**config.mk**
```make
export PLATFORM = sky130hd
export DESIGN_NAME = pipe_control
export DESIGN_NICKNAME = d
export VERILOG_FILES = /design/src/rtl/pipe_control.sv
export SDC_FILE = /design/constraint.sdc
export NUM_CORES = 1
export LEC_CHECK = 0
export CORE_MARGIN = 2
export CORE_UTILIZATION = 50
export CTS_CLUSTER_SIZE = 28
export DETAILED_ROUTE_END_ITERATION = 8
export PLACE_DENSITY = 0.8
export RECOVER_POWER = 50
export SLEW_MARGIN = 0
export SYNTH_ARGS = -nofsm -noshare
export SYNTH_HDL_FRONTEND = slang
export SYNTH_SLANG_ARGS = --single-unit
```
**constraint.sdc**
```tcl
create_clock -name clk -period 3.2 [get_ports clk]
set_input_delay 0.64 -clock clk [delete_from_list [all_inputs] [get_ports clk]]
set_output_delay 0.64 -clock clk [all_outputs]
set_load 0.02 [all_outputs]
```
**src/rtl/pipe_control.sv**
```systemverilog
// pipe_control: pipelined MIPS control decoder. Decodes ID, carries the control
// bundle through EX..WB, with load-use interlock, flush, illegal trap and syscall halt.
`default_nettype none

`ifndef ALU_OP_BIT
`define ALU_OP_BIT 4
`endif
`ifndef WTG_OP_BIT
`define WTG_OP_BIT 4
`endif
`ifndef MUX_ALU_DATAY_BIT
`define MUX_ALU_DATAY_BIT 2
`endif
`ifndef MUX_RF_REQA_BIT
`define MUX_RF_REQA_BIT 1
`endif
`ifndef MUX_RF_REQB_BIT
`define MUX_RF_REQB_BIT 1
`endif
`ifndef DM_OP_BIT
`define DM_OP_BIT 4
`endif
`ifndef MUX_RF_DATAW_BIT
`define MUX_RF_DATAW_BIT 2
`endif

module pipe_control #(
  parameter int NUM_STAGES      = 3,
  parameter bit LOAD_USE_STALL  = 1'b1,
  parameter bit HALT_ON_SYSCALL = 1'b1
) (
  input  logic                           clk,
  input  logic                           rst,
  input  logic                           id_valid,
  output logic                           id_ready,
  input  logic [31:0]                    id_instr,
  input  logic                           flush,
  input  logic                           resume,
  output logic                           ex_valid,
  output logic                           mem_valid,
  output logic                           wb_valid,
  output logic [`ALU_OP_BIT-1:0]         ex_op_alu,
  output logic [`WTG_OP_BIT-1:0]         ex_op_wtg,
  output logic [`MUX_ALU_DATAY_BIT-1:0]  ex_mux_alu_data_y,
  output logic [`MUX_RF_REQA_BIT-1:0]    ex_mux_rf_req_a,
  output logic [`MUX_RF_REQB_BIT-1:0]    ex_mux_rf_req_b,
  output logic                           ex_syscall,
  output logic [`DM_OP_BIT-1:0]          mem_op_dm,
  output logic                           mem_w_en_dm,
  output logic                           wb_w_en_rf,
  output logic [4:0]                     wb_dst,
  output logic [`MUX_RF_DATAW_BIT-1:0]   wb_mux_rf_data_w,
  output logic                           wb_memtoreg,
  output logic                           illegal,
  output logic [7:0]                     illegal_cnt,
  output logic                           halted
);

  localparam logic [`ALU_OP_BIT-1:0] ALU_NOP = 4'd0, ALU_ADD = 4'd1, ALU_SUB = 4'd2,
    ALU_SLT = 4'd3, ALU_SLTU = 4'd4, ALU_AND = 4'd5, ALU_OR = 4'd6, ALU_XOR = 4'd7,
    ALU_NOR = 4'd8, ALU_SLL = 4'd9, ALU_SRL = 4'd10, ALU_SRA = 4'd11, ALU_LUI = 4'd12;
  localparam logic [`WTG_OP_BIT-1:0] WTG_OP_NOP = 4'd0, WTG_OP_J = 4'd1, WTG_OP_JR = 4'd2,
    WTG_OP_BEQ = 4'd3, WTG_OP_BNE = 4'd4, WTG_OP_BLEZ = 4'd5, WTG_OP_BGTZ = 4'd6,
    WTG_OP_BLTZ = 4'd7, WTG_OP_BGEZ = 4'd8;
  localparam logic [`MUX_ALU_DATAY_BIT-1:0] Y_RFB = 2'd0, Y_SEXT = 2'd1, Y_ZEXT = 2'd2,
    Y_SHAMT = 2'd3;
  localparam logic REQA_RT = 1'b1, REQB_RS = 1'b1;
  localparam logic [`DM_OP_BIT-1:0] DM_LB = 4'd1, DM_LH = 4'd2, DM_LW = 4'd3,
    DM_LBU = 4'd4, DM_LHU = 4'd5, DM_SB = 4'd6, DM_SH = 4'd7, DM_SW = 4'd8;
  localparam logic [`MUX_RF_DATAW_BIT-1:0] W_ALU = 2'd0, W_DM = 2'd1, W_PC8 = 2'd2;

  typedef struct packed {
    logic                          valid;
    logic [`ALU_OP_BIT-1:0]        op_alu;
    logic [`WTG_OP_BIT-1:0]        op_wtg;
    logic [`MUX_ALU_DATAY_BIT-1:0] mux_y;
    logic [`MUX_RF_REQA_BIT-1:0]   req_a;
    logic [`MUX_RF_REQB_BIT-1:0]   req_b;
    logic                          syscall;
    logic [`DM_OP_BIT-1:0]         op_dm;
    logic                          w_en_dm;
    logic                          w_en_rf;
    logic [4:0]                    dst;
    logic [`MUX_RF_DATAW_BIT-1:0]  mux_w;
    logic                          memtoreg;
  } ctrl_t;

  typedef enum logic [1:0] {S_RUN = 2'd0, S_DRAIN = 2'd1, S_HALT = 2'd2} state_t;

  logic [5:0] opcode, funct;
  logic [4:0] rs, rt, rd;
  logic       unused_shamt;
  ctrl_t      dec;
  logic       dec_illegal, reads_rs, reads_rt;
  ctrl_t      stage [1:NUM_STAGES];
  logic       hazard, take, load_ex, illegal_take;
  state_t     state, state_nxt;
  logic [3:0] drain_cnt, drain_cnt_nxt;

  assign opcode       = id_instr[31:26];
  assign rs           = id_instr[25:21];
  assign rt           = id_instr[20:16];
  assign rd           = id_instr[15:11];
  assign funct        = id_instr[5:0];
  assign unused_shamt = ^id_instr[10:6];

  always_comb begin
    dec         = '0;
    dec_illegal = 1'b0;
    reads_rs    = 1'b0;
    reads_rt    = 1'b0;
    dec.valid   = 1'b1;
    case (opcode)
      6'h00: begin
        dec.w_en_rf = 1'b1;
        dec.dst     = rd;
        reads_rs    = 1'b1;
        reads_rt    = 1'b1;
        case (funct)
          6'h00: begin dec.op_alu = ALU_SLL; dec.mux_y = Y_SHAMT; dec.req_a = REQA_RT; reads_rs = 1'b0; end
          6'h02: begin dec.op_alu = ALU_SRL; dec.mux_y = Y_SHAMT; dec.req_a = REQA_RT; reads_rs = 1'b0; end
          6'h03: begin dec.op_alu = ALU_SRA; dec.mux_y = Y_SHAMT; dec.req_a = REQA_RT; reads_rs = 1'b0; end
          6'h04: begin dec.op_alu = ALU_SLL; dec.req_a = REQA_RT; dec.req_b = REQB_RS; end
          6'h06: begin dec.op_alu = ALU_SRL; dec.req_a = REQA_RT; dec.req_b = REQB_RS; end
          6'h07: begin dec.op_alu = ALU_SRA; dec.req_a = REQA_RT; dec.req_b = REQB_RS; end
          6'h08: begin dec.op_wtg = WTG_OP_JR; dec.w_en_rf = 1'b0; reads_rt = 1'b0; end
          6'h0C: begin dec.syscall = 1'b1; dec.w_en_rf = 1'b0; reads_rs = 1'b0; reads_rt = 1'b0; end
          6'h20, 6'h21: dec.op_alu = ALU_ADD;
          6'h22, 6'h23: dec.op_alu = ALU_SUB;
          6'h24: dec.op_alu = ALU_AND;
          6'h25: dec.op_alu = ALU_OR;
          6'h26: dec.op_alu = ALU_XOR;
          6'h27: dec.op_alu = ALU_NOR;
          6'h2A: dec.op_alu = ALU_SLT;
          6'h2B: dec.op_alu = ALU_SLTU;
          default: dec_illegal = 1'b1;
        endcase
      end
      6'h01: begin dec.op_wtg = rt[0] ? WTG_OP_BGEZ : WTG_OP_BLTZ; reads_rs = 1'b1; end
      6'h02: dec.op_wtg = WTG_OP_J;
      6'h03: begin dec.op_wtg = WTG_OP_J; dec.w_en_rf = 1'b1; dec.dst = 5'd31; dec.mux_w = W_PC8; end
      6'h04: begin dec.op_wtg = WTG_OP_BEQ; reads_rs = 1'b1; reads_rt = 1'b1; end
      6'h05: begin dec.op_wtg = WTG_OP_BNE; reads_rs = 1'b1; reads_rt = 1'b1; end
      6'h06: begin dec.op_wtg = WTG_OP_BLEZ; reads_rs = 1'b1; end
      6'h07: begin dec.op_wtg = WTG_OP_BGTZ; reads_rs = 1'b1; end
      6'h08, 6'h09, 6'h0A, 6'h0B, 6'h0C, 6'h0D, 6'h0E, 6'h0F: begin
        dec.w_en_rf = 1'b1;
        dec.dst     = rt;
        reads_rs    = (opcode != 6'h0F);
        case (opcode)
          6'h0A:   begin dec.op_alu = ALU_SLT;  dec.mux_y = Y_SEXT; end
          6'h0B:   begin dec.op_alu = ALU_SLTU; dec.mux_y = Y_SEXT; end
          6'h0C:   begin dec.op_alu = ALU_AND;  dec.mux_y = Y_ZEXT; end
          6'h0D:   begin dec.op_alu = ALU_OR;   dec.mux_y = Y_ZEXT; end
          6'h0E:   begin dec.op_alu = ALU_XOR;  dec.mux_y = Y_ZEXT; end
          6'h0F:   begin dec.op_alu = ALU_LUI;  dec.mux_y = Y_ZEXT; end
          default: begin dec.op_alu = ALU_ADD;  dec.mux_y = Y_SEXT; end
        endcase
      end
      6'h20, 6'h21, 6'h23, 6'h24, 6'h25: begin
        dec.op_alu   = ALU_ADD;
        dec.mux_y    = Y_SEXT;
        dec.w_en_rf  = 1'b1;
        dec.dst      = rt;
        dec.memtoreg = 1'b1;
        dec.mux_w    = W_DM;
        reads_rs     = 1'b1;
        case (opcode)
          6'h20:   dec.op_dm = DM_LB;
          6'h21:   dec.op_dm = DM_LH;
          6'h24:   dec.op_dm = DM_LBU;
          6'h25:   dec.op_dm = DM_LHU;
          default: dec.op_dm = DM_LW;
        endcase
      end
      6'h28, 6'h29, 6'h2B: begin
        dec.op_alu  = ALU_ADD;
        dec.mux_y   = Y_SEXT;
        dec.w_en_dm = 1'b1;
        reads_rs    = 1'b1;
        reads_rt    = 1'b1;
        dec.op_dm   = (opcode == 6'h28) ? DM_SB : (opcode == 6'h29) ? DM_SH : DM_SW;
      end
      default: dec_illegal = 1'b1;
    endcase
    if (dec.dst == 5'd0) dec.w_en_rf = 1'b0;
    if (dec_illegal) begin
      dec      = '0;
      reads_rs = 1'b0;
      reads_rt = 1'b0;
    end
  end

  // Only a load sitting in EX can create a hazard; one bubble resolves it.
  assign hazard = LOAD_USE_STALL && stage[1].valid && stage[1].memtoreg && (stage[1].dst != 5'd0) &&
                  ((reads_rs && (stage[1].dst == rs)) || (reads_rt && (stage[1].dst == rt)));

  assign id_ready     = (state == S_RUN) & ~(hazard & ~flush);
  assign take         = id_valid & id_ready & ~flush;
  assign load_ex      = take & ~dec_illegal;
  assign illegal_take = take & dec_illegal;

  always_ff @(posedge clk or posedge rst) begin
    if (rst) begin
      for (int i = 1; i <= NUM_STAGES; i++) stage[i] <= '0;
    end else begin
      stage[1] <= load_ex ? dec : '0;
      for (int i = 2; i <= NUM_STAGES; i++) stage[i] <= stage[i-1];
    end
  end

  always_ff @(posedge clk or posedge rst) begin
    if (rst) begin
      illegal     <= 1'b0;
      illegal_cnt <= 8'd0;
    end else begin
      illegal <= illegal_take;
      if (illegal_take && (illegal_cnt != 8'hFF)) illegal_cnt <= illegal_cnt + 8'd1;
    end
  end

  always_ff @(posedge clk or posedge rst) begin
    if (rst) begin
      state     <= S_RUN;
      drain_cnt <= 4'd0;
    end else begin
      state     <= state_nxt;
      drain_cnt <= drain_cnt_nxt;
    end
  end

  // The counter reaches 0 while the syscall sits in WB; the next edge halts.
  always_comb begin
    state_nxt     = state;
    drain_cnt_nxt = drain_cnt;
    case (state)
      S_RUN: begin
        if (HALT_ON_SYSCALL && load_ex && dec.syscall) begin
          state_nxt     = S_DRAIN;
          drain_cnt_nxt = 4'(NUM_STAGES - 1);
        end
      end
      S_DRAIN: begin
        if (drain_cnt == 4'd0) state_nxt = S_HALT;
        else drain_cnt_nxt = drain_cnt - 4'd1;
      end
      S_HALT: if (resume) state_nxt = S_RUN;
      default: state_nxt = S_RUN;
    endcase
  end

  assign halted            = (state == S_HALT);
  assign ex_valid          = stage[1].valid;
  assign ex_op_alu         = stage[1].op_alu;
  assign ex_op_wtg         = stage[1].op_wtg;
  assign ex_mux_alu_data_y = stage[1].mux_y;
  assign ex_mux_rf_req_a   = stage[1].req_a;
  assign ex_mux_rf_req_b   = stage[1].req_b;
  assign ex_syscall        = stage[1].syscall;
  assign mem_valid         = stage[2].valid;
  assign mem_op_dm         = stage[2].op_dm;
  assign mem_w_en_dm       = stage[2].w_en_dm;
  assign wb_valid          = stage[NUM_STAGES].valid;
  assign wb_w_en_rf        = stage[NUM_STAGES].w_en_rf;
  assign wb_dst            = stage[NUM_STAGES].dst;
  assign wb_mux_rf_data_w  = stage[NUM_STAGES].mux_w;
  assign wb_memtoreg       = stage[NUM_STAGES].memtoreg;

endmodule

`default_nettype wire

```
After elaboration in Yosys (flattened, before gate mapping)
Cells that the tools add are included.

storage, ports and cells
  register bits = 68
  output and inout bits = 41
  logic and storage cells = 167

operators by class
  add/subtract/negate cells = 2
  eq/ne operators = 50
  mux-type cells = 39
  bitwise gates (word level) = 9
  reduce and logical (&&, ||, !) cells = 38

operators with widths
  operator                                                                count
  6-bit equality test (second input constant)                             18
  6-bit by 4-bit equality test with 1-bit output (second input constant)  10
  28-bit 2-to-1 mux                                                       2
  4-bit case mux with 11 select lines                                     1
  6-bit by 3-bit equality test with 1-bit output (second input constant)  7
  4-bit case mux with 7 select lines                                      1
  13-bit OR reduction                                                     2
  6-bit by 2-bit equality test with 1-bit output (second input constant)  4
  4-bit case mux with 6 select lines                                      1
  23-bit OR reduction                                                     1
  4-bit 2-to-1 mux                                                        5
  6-bit case mux with 3 select lines                                      1
  18-bit OR reduction                                                     1
  4-bit case mux with 2 select lines                                      2
  8-bit OR reduction                                                      2
  2-bit OR reduction                                                      7
  6-bit zero test                                                         2
  2-bit 2-to-1 mux                                                        6
  2-bit case mux with 3 select lines                                      2
  3-bit case mux with 4 select lines                                      1
  4-bit case mux with 3 select lines                                      1
  1-bit 2-to-1 mux                                                        11
  5-bit equality test                                                     2
  5-bit OR reduction                                                      2
  other kinds (26)                                                        46

Depth between registers and ports, before layout
  depth in word-level cells = 17
  depth in mapped cells = 9
  depth with buffers taken out = 7

Worst setup path before layout
OpenSTA, ideal clock, no wires.

  path kind = input -> output
  start point = input port id_instr[29]
  end point = output port id_ready
  arrival = 2.175 ns
  slack = 0.385 ns
  stages = 4
  path through = or4_4 -> a211oi_4 -> a221oi_2 -> a211oi_1

on the way
  cells in the longest elaborated chain, start to end = 10
  elaborated cells on any way between the ends = 41
  those cells by class = eq/ne (24); mux (5); bitwise (3); reduce/logical (9)

RTL lines
  element                                                                                   line  source
  from (decl)                                                                               36    input logic [31:0] id_instr,
  6-bit equality test, or another cell as far along                                         113   case (opcode)
  23-bit OR reduction (no source line), or another cell as far along                        n/a
  1-bit case mux with 2 select lines or 1-bit case mux with 3 select lines (tied branches)  113
  1-bit 2-to-1 mux                                                                          187   if (dec_illegal) begin
  1-bit logical AND                                                                         196   ((reads_rs && (stage[1].dst == rs)) || (reads_rt && (stage[1].dst == rt)));
  1-bit logical OR *                                                                        196
  1-bit logical AND *                                                                       195   assign hazard = LOAD_USE_STALL && stage[1].valid && stage[1].memtoreg && (stage[1].dst != 5'd0) &&
  1-bit bitwise AND *                                                                       198   assign id_ready = (state == S_RUN) & ~(hazard & ~flush);
  1-bit NOT *                                                                               198
  1-bit bitwise AND *                                                                       198
  to (decl)                                                                                 35    output logic id_ready,

Mark *: on every way between the ends. The rest lies on a longest branch, timed or not.

Worst setup path in the final report
Same ends and word-level chain as after synthesis.

==> impl_metrics.json <==
{
  "power_mw": 2.05,
  "wl_met2_mm": 4.15,
  "die_h_um": 86.3,
  "synth-simple-area-share_pct": 20.0,
  "synth_top_family_by_area": "simple AND/OR/NAND/NOR gates",
  "diodes": 0,
  "cellLeakagePower_nw": 2.00,
  "final_cell_area_sq_um": 4480,
  "gr-total-overflow": 0,
  "synth_ff_type": "dfrtp_1",
  "vias_per_cell": 5.49,
  "cts_buffer_depth": 2,
  "synth_compound_area_share_pct": 13.6,
  "synthCells": 320,
  "hold_class": "flip-flop to flip-flop",
  "placed_cell_area_sq_um": 4240,
  "netlist_area_sq_um": 3390,
  "critical_path.top_delay_family": "buffers and inverters",
  "fp.dieArea_sq_um": 7450,
  "routedWlPerCell_um": 16.9,
  "fmax_mhz": 323,
  "grt_usage_pct": 23.0,
  "setup_viol": 0,
  "cts_root_buf": "clkbuf_8",
  "place_congestion": 0.842,
  "path_class": "input port to output port",
  "clk_latency_ps": 340,
  "num_rows": 29,
  "cp_common_cell": "buf_4",
  "routed_wl_mm": 8.22,
  "layout-drive-gt1-share_pct": 19.1,
  "layout.area.seq_sq_um": 1700,
  "portBuffers": 72,
  "grt_pass1_vias": 2686,
  "synthMuxAreaShare_pct": 1.51,
  "worst-path-buf-inv": 3,
  "synth_adder_area_share_pct": 1.11,
  "core_area_sq_um": 6460,
  "ctsHoldBuffers": 0,
  "first_iter_violations": 169,
  "ys_warn_count": 0,
  "first_pass_iters": 4,
  "fill_cells": 521,
  "cts_tree": "yes",
  "synth_top_area_share_pct": 50.2,
  "ir_drop_mv": 0.352,
  "slowest_delay_ps": 510,
  "fin_nets": 444,
  "worst_slew_pin_slew_ps": 963,
  "pwr_density_cell_nw_per_um2": 457,
  "routed.top_layer": "met4",
  "syn_to_final_growth_pct": 32.4,
  "vias": 2668,
  "relSlewSlack_pct": 35.8,
  "final_common_cell": "dfrtp_1",
  "synth_area_leader_cell": "dfrtp_1",
  "die_w_um": 86.3,
  "grt_max_degree": 33,
  "slowest_stage": "or4b_1",
  "synth-edff-count": 0,
  "cts-buffers-inserted": 9,
  "required_ps": 2560,
  "antenna_found_initial": 0,
  "final_cell_mix": "68 x dfrtp_1, 66 x clkdlybuf4s50_1, 36 x buf_4",
  "cap_violations": 0,
  "fin_hold_ws_ps": 350,
  "clkTransAtPathRegs_ps": 70,
  "grt_pass1_wl_mm": 13.1,
  "ant_nets": 0,
  "ys_seq_area_share_pct": 50.2,
  "worstPathCellList": "clkdlybuf4s50_1, buf_4, or4b_1, a31oi_1, nor2_1, o22ai_2, a211oi_2, buf_4",
  "async_reset_ff_share_pct": 100,
  "dpl.hpwl_mm": 5.83,
  "synth_nets": 360,
  "cp.arrival_ps": 2460,
  "ios": 78,
  "synth_xor_area_share_pct": 4.40,
  "synth_seq_cells": 68,
  "drv_slew": 0,
  "drc": 0,
  "setup.worst_path.start_class": "input port",
  "syn_avg_cell_area_sq_um": 10.6,
  "finalHoldViolations": 0,
  "initial_utilization_pct": 52.4,
  "finalCritPeriodShare_pct": 96.8,
  "clkSinkCount": 68,
  "critPathCaptureType": "output port",
  "multi_input_area_sq_um": 1400,
  "ys_types": 64,
  "synth_area_leaders": "dfrtp_1 50%, buf_4 4.9%, nor2_1 3.2%",
  "finalClockSkew_ps": 7.40,
  "critical_path.max_fanout": 14,
  "htreeDepth": 3,
  "wl_met1_mm": 3.59,
  "min_period_ps": 3100,
  "route.met3.wl_um": 423,
  "status": "finished clean"
}
[cells by family (layout without fill, tap and decap cells)]
group	count (synthesis)	count (layout)
muxes	5	5
adders and majority gates	3	3
AOI/OAI and AO/OA	67	67
buffers and inverters	51	140
xor gates and xnor gates	17	17
and+or+nand+nor	109	109
DFF	68	68
[worst reg2reg max path: cells and delay by family (launching register included)]
family / cells / cell delay [ps]
flip-flops: 1 / 440
buffers and inverters: 1 / 190
AND/OR/NAND/NOR: 3 / 1440
[layer usage]
layer,vias to the layer above,GRT usage [%]
met1,1290,29.9
met5,-,0
met2,88,38.5
met3,4,5.05
met4,0,7.24
li1,1286,-
[power by group]
group / internal (mW) / total, mW / switching, mW
Clock: 0.400 / 0.713 / 0.313
Combinational: 0.194 / 0.391 / 0.197
Sequential: 0.901 / 0.946 / 0.0453
[layout make-up]
type	count	share of cell area, %
Multi-Input combinational cell	201	31.3
Inverter	13	1.09
Sequential cell	68	37.9
Clock inverter	4	1.06
Tap cell	77	2.15
Clock buffer	12	3.46
Timing Repair Buffer	111	23.0
[registers in the layout, summed over array words and instances (netlist names), 2 cells and up]
signal             cells
drain_cnt              4
ex_mux_alu_data_y      2
ex_op_alu              4
ex_op_wtg              4
illegal_cnt            8
mem_op_dm              4
stage                 23
state                  2
wb_dst                 5
wb_mux_rf_data_w       2
[repair_timing]
item                                    4_1_cts  5_1_grt
pin swaps                                     0        6
resized for setup                             7        9
endpoints found under the setup margin        1        1
buffers inserted                              0        1
endpoints found under the hold margin         0        0
[worst paths after layout]
kind | endpoint | slack (ps) | cells past startpoint | from
hold / removal | mem_op_dm[2] | 350 | 0 | stage[68]
min in group asynchronous | stage[58] | 850 | 2 | rst
setup reg to reg | ex_op_wtg[3] | 1030 | 4 | state[1]
setup / recovery | id_ready | 100 | 8 | id_instr[29]
hold reg to reg | mem_op_dm[2] | 350 | 0 | stage[68]
max in group asynchronous | stage[32] | 1040 | 3 | rst
[cell usage after synthesis, types with 5 or more instances]
cell type,count
xor2_1,8
nand3_1,7
a21oi_1,17
nor2b_1,5
nand2_1,12
buf_4,22
nor3_1,7
xnor2_1,9
nand2b_1,10
inv_1,12
nor2_1,29
clkbuf_1,9
dfrtp_1,68
a31oi_1,6
a221oi_1,5
o21ai_0,13
[through the flow]
step | util, % | worst slack, ps | cells | TNS (ps)
CTS | 68.9 | 66.6 | 485 | 0
detailed placement | 65.7 | -410 | 469 | -410
global placement | 65.7 | -400 | 469 | -400
global route | 69.4 | -26.1 | 486 | -26.1
floorplan | - | 385 | 320 | 0
finish | 69.4 | 103 | 486 | 0
No activity file was read; power rests on OpenSTA's default activity.
